## src/rtl/datapath_core.sv

```systemverilog
// datapath_core: register/ALU datapath (AR, PC, DR, IR, R, TR, AC, Z) with bus mux; DATAPATH_MULT_EN adds the MUL path.
// Loads land at the posedge (one-cycle latency); no backpressure, memory ports are combinational.
module datapath_core #(
   parameter int DW = 8,
   parameter int AW = 8
) (
   input  logic          clk,
   input  logic          rst_n,
   input  logic [7:0]    write_en,
   input  logic [1:0]    inc,
   input  logic [3:0]    alu_mode,
   input  logic [2:0]    bus_ld,
   input  logic [2:0]    clr,
   input  logic          dm_wr,
   input  logic          end_op,
   input  logic [DW-1:0] im_rdata,
   input  logic [DW-1:0] dm_rdata,
   output logic [AW-1:0] im_addr,
   output logic [AW-1:0] dm_addr,
   output logic [DW-1:0] dm_wdata,
   output logic          dm_we,
   output logic [7:0]    ir,
   output logic          z,
   output logic          done
);

   logic [AW-1:0] r_ar, r_pc;
   logic [DW-1:0] r_dr, r_r, r_tr, r_ac;
   logic [7:0]    r_ir;
   logic          r_z, r_done;

   logic [DW-1:0] w_bus, w_alu, w_ac_nxt;
   logic          w_ac_upd;

   always_comb begin
      w_bus = '0;
      case (bus_ld)
         3'd0:    w_bus = im_rdata;
         3'd1:    w_bus = dm_rdata;
         3'd2:    w_bus = DW'(r_pc);
         3'd3:    w_bus = r_dr;
         3'd4:    w_bus = r_r;
         3'd5:    w_bus = r_ac;
         3'd6:    w_bus = r_tr;
         default: w_bus = '0;
      endcase
   end

   always_comb begin
      w_alu = r_ac;
      case (alu_mode)
         4'b0000: w_alu = r_ac + w_bus;
         4'b0001: w_alu = r_ac - w_bus;
`ifdef DATAPATH_MULT_EN
         4'b0010: w_alu = r_ac * w_bus;
`endif
         4'b0101: w_alu = w_bus;
         default: w_alu = r_ac;
      endcase
   end

   // AC priority: clear, then bus/ALU load, then increment; z follows any AC update.
   always_comb begin
      w_ac_upd = clr[2] | write_en[0] | inc[1];
      w_ac_nxt = r_ac;
      if (clr[2])
         w_ac_nxt = '0;
      else if (write_en[0])
         w_ac_nxt = w_alu;
      else if (inc[1])
         w_ac_nxt = r_ac + DW'(1);
   end

   always_ff @(posedge clk) begin
      if (!rst_n) begin
         r_ar   <= '0;
         r_pc   <= '0;
         r_dr   <= '0;
         r_ir   <= '0;
         r_r    <= '0;
         r_tr   <= '0;
         r_ac   <= '0;
         r_z    <= 1'b1;
         r_done <= 1'b0;
      end else begin
         if (w_ac_upd) begin
            r_ac <= w_ac_nxt;
            r_z  <= (w_ac_nxt == '0);
         end

         if (clr[0])
            r_pc <= '0;
         else if (write_en[7] | write_en[5])
            r_pc <= w_bus[AW-1:0];
         else if (inc[0])
            r_pc <= r_pc + AW'(1);

         if (clr[0])
            r_ar <= '0;
         else if (write_en[7] | write_en[6])
            r_ar <= w_bus[AW-1:0];

         if (clr[0])
            r_r <= '0;
         else if (write_en[2])
            r_r <= w_bus;

         if (clr[1])
            r_tr <= '0;
         else if (write_en[1])
            r_tr <= w_bus;

         if (write_en[4])
            r_dr <= w_bus;
         if (write_en[3])
            r_ir <= w_bus[7:0];

         if (end_op)
            r_done <= 1'b1;
      end
   end

   assign im_addr  = r_pc;
   assign dm_addr  = r_ar;
   assign dm_wdata = w_bus;
   assign dm_we    = dm_wr;
   assign ir       = r_ir;
   assign z        = r_z;
   assign done     = r_done;

endmodule
```

## config.mk

```make
export PLATFORM = sky130hd
export DESIGN_NAME = datapath_core
export DESIGN_NICKNAME = d
export VERILOG_FILES = /design/src/rtl/datapath_core.sv
export SDC_FILE = /design/constraint.sdc
export NUM_CORES = 1
export LEC_CHECK = 0
export ABC_AREA = 0
export BUFFER_PORTS_ARGS = -buffer_cell sky130_fd_sc_hd__clkbuf_2
export CAP_MARGIN = 20
export CORE_MARGIN = 1
export CORE_UTILIZATION = 55
export CTS_CLUSTER_DIAMETER = 120
export DETAILED_ROUTE_END_ITERATION = 12
export PLACE_DENSITY = 0.8
export SLEW_MARGIN = 25
export SYNTH_ARGS = -nofsm -noshare
export SYNTH_HDL_FRONTEND = slang
export SYNTH_SLANG_ARGS = --single-unit
```

## constraint.sdc

```tcl
create_clock -name clk -period 4.4 [get_ports clk]
set_clock_uncertainty 0.05 [all_clocks]
set_input_delay 0 -clock clk [delete_from_list [all_inputs] [get_ports clk]]
set_output_delay 0 -clock clk [all_outputs]
set_load 0.01 [all_outputs]
```

# Word level (Yosys, flattened, before mapping)

Index checks and enable logic that the tools add are counted.

Flip-flop bits (word level): 58
Input bits: 40
Output and inout bits: 35
Logic and storage cells: 39

$add $sub $neg: 4
Eq/ne operators: 8
Muxes and demuxes: 7
Bitwise logic cells: 5
Reductions and logical operators: 6

Operators with widths:

| operator                                             | count |
|---|---|
| one-hot mux 8 bit (7 select lines)                   | 1 |
| 2-to-1 mux 8 bit                                     | 5 |
| one-hot mux 8 bit (3 select lines)                   | 1 |
| adder 8 x 1 -> 8 bit (second input constant)         | 2 |
| equality test 3 bit (second input constant)          | 3 |
| adder 8 bit                                          | 1 |
| logical NOT 8 bit                                    | 1 |
| subtractor 8 bit                                     | 1 |
| equality test 3 x 2 -> 1 bit (second input constant) | 2 |
| equality test 4 x 1 -> 1 bit (second input constant) | 1 |
| equality test 4 x 3 -> 1 bit (second input constant) | 1 |
| logical NOT 4 bit                                    | 1 |
| OR 1 bit                                             | 4 |
| OR reduction 2 bit                                   | 2 |
| equality test 3 x 1 -> 1 bit (second input constant) | 1 |
| logical NOT 3 bit                                    | 1 |
| nonzero test 2 bit                                   | 1 |
| NOT 1 bit                                            | 1 |

# Logic depth before layout (Yosys ltp)

Depth after elaboration: 7
Depth in mapped cells: 19

# Worst setup path after synthesis

No wires, ideal clock.

Kind: register to register
From: reg r_pc[1] (netlist: im_addr[1])
To: reg r_z (netlist: z)
Data arrival time: 3.255 ns
Setup slack: 0.971 ns
Stages on the path, launching flop included: 18
Buffers on the path: 1
Path through: dfxtp_1 -> mux2_1 -> a22oi_1 -> o221a_2 -> clkbuf_1 -> ha_1 -> nand2_1 -> o21ai_0 -> inv_1 -> ha_1 -> nor2b_1 -> o2111ai_1 -> nand2_1 -> a311oi_1 -> xnor2_1 -> xnor2_1 -> nor4_2 -> nor3_1

Cells in the longest elaborated chain, start to end: 6

RTL lines:

| item                                            | line   | source |
|---|---|---|
| from (decl)                                     | 27     | `logic [AW-1:0] r_ar, r_pc;` |
| from (signal assigned)                          | 94     | `r_pc <= w_bus[AW-1:0];` |
| from (signal assigned)                          | 96     | `r_pc <= r_pc + AW'(1);` |
| one-hot mux 8 bit (7 select lines) (*)          | 37     | `case (bus_ld)` |
| subtractor 8 bit or adder 8 bit (tied branches) | 53, 52 |  |
| one-hot mux 8 bit (3 select lines) (*)          | 51     | `case (alu_mode)` |
| 2-to-1 mux 8 bit (*)                            | 68     | `else if (write_en[0])` |
| 2-to-1 mux 8 bit (*)                            | 66     | `if (clr[2])` |
| logical NOT 8 bit (*)                           | 88     | `r_z <= (w_ac_nxt == '0);` |
| to (signal assigned)                            | 88     |  |
| to (decl)                                       | 30     | `logic r_z, r_done;` |

Mark *: on every way between the ends. The rest lies on a longest branch, timed or not.
A chain may end at the register's enable or synchronous reset.

# Final worst setup path

Ends and elaborated chain as after synthesis.

==> metrics.yaml <==
outcome:
  status: "completed"
place:
  io_buffers: 72
  place_congestion: 0.913
  dp_hpwl_um: 6720
  place_area_mm2: 0.00383
yosys:
  synth.mux.area_fraction: 0.0653
  synth_nets: 473
  synth_top_family_by_area: "compound AO/OA/AOI/OAI gates"
  async_flop_share: 0
  synth.distinct_cells: 63
  ys_ff_latch: 58
  synth_fa_ha_area_frac: 0.0412
  yosys.area_share.xor_xnor: 0.0522
  synthFlopType: "dfxtp_1"
  yosysSeqAreaShare: 0.329
  synth_edf_count: 0
  syn_area_per_cell_um2: 8.36
  synth-compound-area-share: 0.254
  syn_area_mm2: 0.00353
  synthCells: 422
  yosys_warnings: 0
  synth-simple-area-share: 0.191
routing:
  highest-signal-layer: "met4"
  ant_nets: 0
  avgViaCountPerCell: 6.08
  wl_met2_um: 4240
  vias: 3366
  wl_met1_um: 4180
  drc: 0
  wl_met3_um: 678
  routed_wl_um: 9430
  drt_first_pass_iters: 4
  wl_per_cell_um: 17.0
  drt_iter0_drc: 230
clock_tree:
  htreeDepth: 3
  cts_buffers: 9
  post_cts_buffers: 0
  clkTransAtPathRegs_ps: 70
  clkLatencyLatePin_ps: 340
  cts_sinks: 58
  cts_tree: "yes"
  cts-root-buf: "clkbuf_8"
  clockBufferDepth: 2
finish:
  nets: 525
  multi_input_area_mm2: 0.00213
  seqCellArea_mm2: 0.00116
  drive_gt1_frac: 0.244
  utilization: 0.668
  area_delta_synth_final_pct: 14.9
  antenna_cells_inserted: 0
  n_fill_cell: 523
  final_cell_area_mm2: 0.00405
power_and_ir_drop:
  total_power_uw: 1340
  pwr_density_cell_mw_per_mm2: 331
  p_leak_uw: 0.00175
  ir_drop_mv: 0.215
sta:
  worstMarginPinSlew_ps: 955
  max_slew_margin: 0.363
  worst_hold_slack_ps: 19.9
  min_period_ps: 3730
  hold_viol_final: 0
  rsz0062_at_grt: "no"
  slew_viol_final: 0
  fin_setup_tns_ps: 0
  period_share: 0.848
  finalSetupViolations: 0
  max_freq_mhz: 268
worst_setup_path:
  start_kind: "flop"
  crit_family: "compound AO/OA/AOI/OAI gates"
  critPathCaptureType: "flop"
  critPathRequiredTime_ps: 4610
  rrSetupSlack_ps: 670
  slowest_delay_ps: 440
  path_cells: "mux2_1 > a22oi_1 > o221a_2 > ha_1 > nor2_1 > xor2_1 > ha_1 > or2_2 > o22ai_1 > xnor2_1 > o2bb2ai_1 > a211oi_1 > o2111ai_1 > o21ba_1 > nor3_1"
  critPathBufInv: 0
  crit_type: "reg -> reg"
  cpMostUsedCell: "ha_1"
  crit_arrival_ps: 3940
  path_max_fanout: 12
  critPathSlowestCell: "o221a_2"
grt:
  grtUsageTotal: 0.303
  grt_pass1_wl_um: 15100
  grt_max_degree: 27
  antenna_found_initial: 0
  overflow: 0
  grt_pass1_vias: 3089
floorplan:
  rows: 28
  die_h_um: 82.1
  start_util: 0.582
  coreArea_mm2: 0.00606
  dieArea_mm2: 0.00673
  ios: 75
  fp.dieW_um: 82.1
hold_path:
  holdCritPathClass: "in -> reg"
run:
  maxCapViolations: 0
==> synthesized netlist by cell type (2+ instances only) <==
master,count,area [µm²]
a211o_1,2,17.5
a211oi_1,52,390
a21o_1,3,22.5
a21oi_1,19,95.1
a22oi_1,3,22.5
a31oi_1,5,31.3
and2_1,2,12.5
and3_1,4,25.0
and3b_1,3,26.3
and4b_1,2,20.0
buf_1,8,30.0
buf_2,6,30.0
buf_4,5,37.5
clkbuf_1,19,71.3
dfxtp_1,58,1160
ha_1,10,125
inv_1,11,41.3
inv_2,3,11.3
mux2_1,2,22.5
mux2_2,2,22.5
mux2_4,6,90.1
mux2i_1,5,50.1
nand2_1,19,71.3
nand2b_1,4,25.0
nand3_1,4,20.0
nand4_1,6,37.5
nor2_1,63,236
nor2b_1,6,37.5
nor3_1,12,60.1
nor3b_1,4,30.0
o2111ai_1,2,17.5
o211a_1,3,30.0
o21a_1,4,30.0
o21ai_0,6,30.0
o21ai_1,3,15.0
o221a_2,2,22.5
o221ai_1,2,17.5
o22ai_1,3,18.8
o2bb2ai_1,3,26.3
or2_2,4,25.0
xnor2_1,15,131
xor2_1,6,52.6
==> stage by stage <==
step	cells	worst slack, ps
after floorplan	422	971
after global placement	534	814
after detailed placement	534	661
after CTS	554	742
after global routing	554	491
final	554	669
==> routing by layer <==
| layer | global-route usage | vias to the layer above |
|---|---|---|
| li1 | - | 1641 |
| met1 | 0.394 | 1541 |
| met2 | 0.469 | 154 |
| met3 | 0.0678 | 30 |
| met4 | 0.147 | 0 |
| met5 | 0 | - |
==> flip-flops by register name, indices dropped and copies added, names as in the netlist <==
register and flops:
r_ac 8, r_r 8, ir 8, dm_addr 8
im_addr 8, z 1, done 1, r_dr 8
r_tr 8
==> layout make-up <==
cell class / instances / area share
multi-input cells: 310 / 0.525
flip-flops and latches: 58 / 0.287
repair buffers: 80 / 0.106
clock buffers: 10 / 0.0340
well taps: 75 / 0.0232
inverters: 15 / 0.0139
clock inverters: 6 / 0.0105
==> kinds of logic after synthesis <==
kind of cell | Yosys count
simple gates | 138
compound gates | 123
flops | 58
buf+inv | 54
xor+xnor | 21
mux | 17
fa+ha+maj | 11
==> what timing repair did <==
action,in CTS,in global routing
resized for setup,0,0
hold endpoints to repair,5,0
hold buffers,4,0
==> path summary, 6_finish.rpt <==
path,cells after the start,from,end
hold reg to reg,2,done,done
hold / removal,2,write_en[3],ir[2]
setup reg to reg,15,im_addr[1],z
setup / recovery,15,im_addr[1],z
==> layout by cell type, fill, tap and decap left out, types with 4 or more instances in the layout <==
cell type,synthesis,layout
a211oi_1,52,52
nor2_1,63,63
dfxtp_1,58,58
nand3_1,4,4
nand2b_1,4,4
nand2_1,19,19
mux2i_1,5,5
and3_1,4,4
clkbuf_2,0,72
nor3b_1,4,4
clkbuf_8,0,10
nand4_1,6,6
a21oi_1,19,19
a31oi_1,5,5
dlygate4sd3_1,0,4
mux2_4,6,6
xor2_1,6,6
nor3_1,12,12
xnor2_1,15,15
or2_2,4,4
inv_1,11,11
o21a_1,4,4
nor2b_1,6,6
o21ai_0,6,6
buf_4,5,4
ha_1,10,10
==> power breakdown <==
part | leakage (µW) | switching, µW | internal (µW)
Sequential | 0.000476 | 24.2 | 553
Clock | 0.0000882 | 228 | 219
Combinational | 0.00119 | 185 | 133
(Power assumes the default switching activity.)
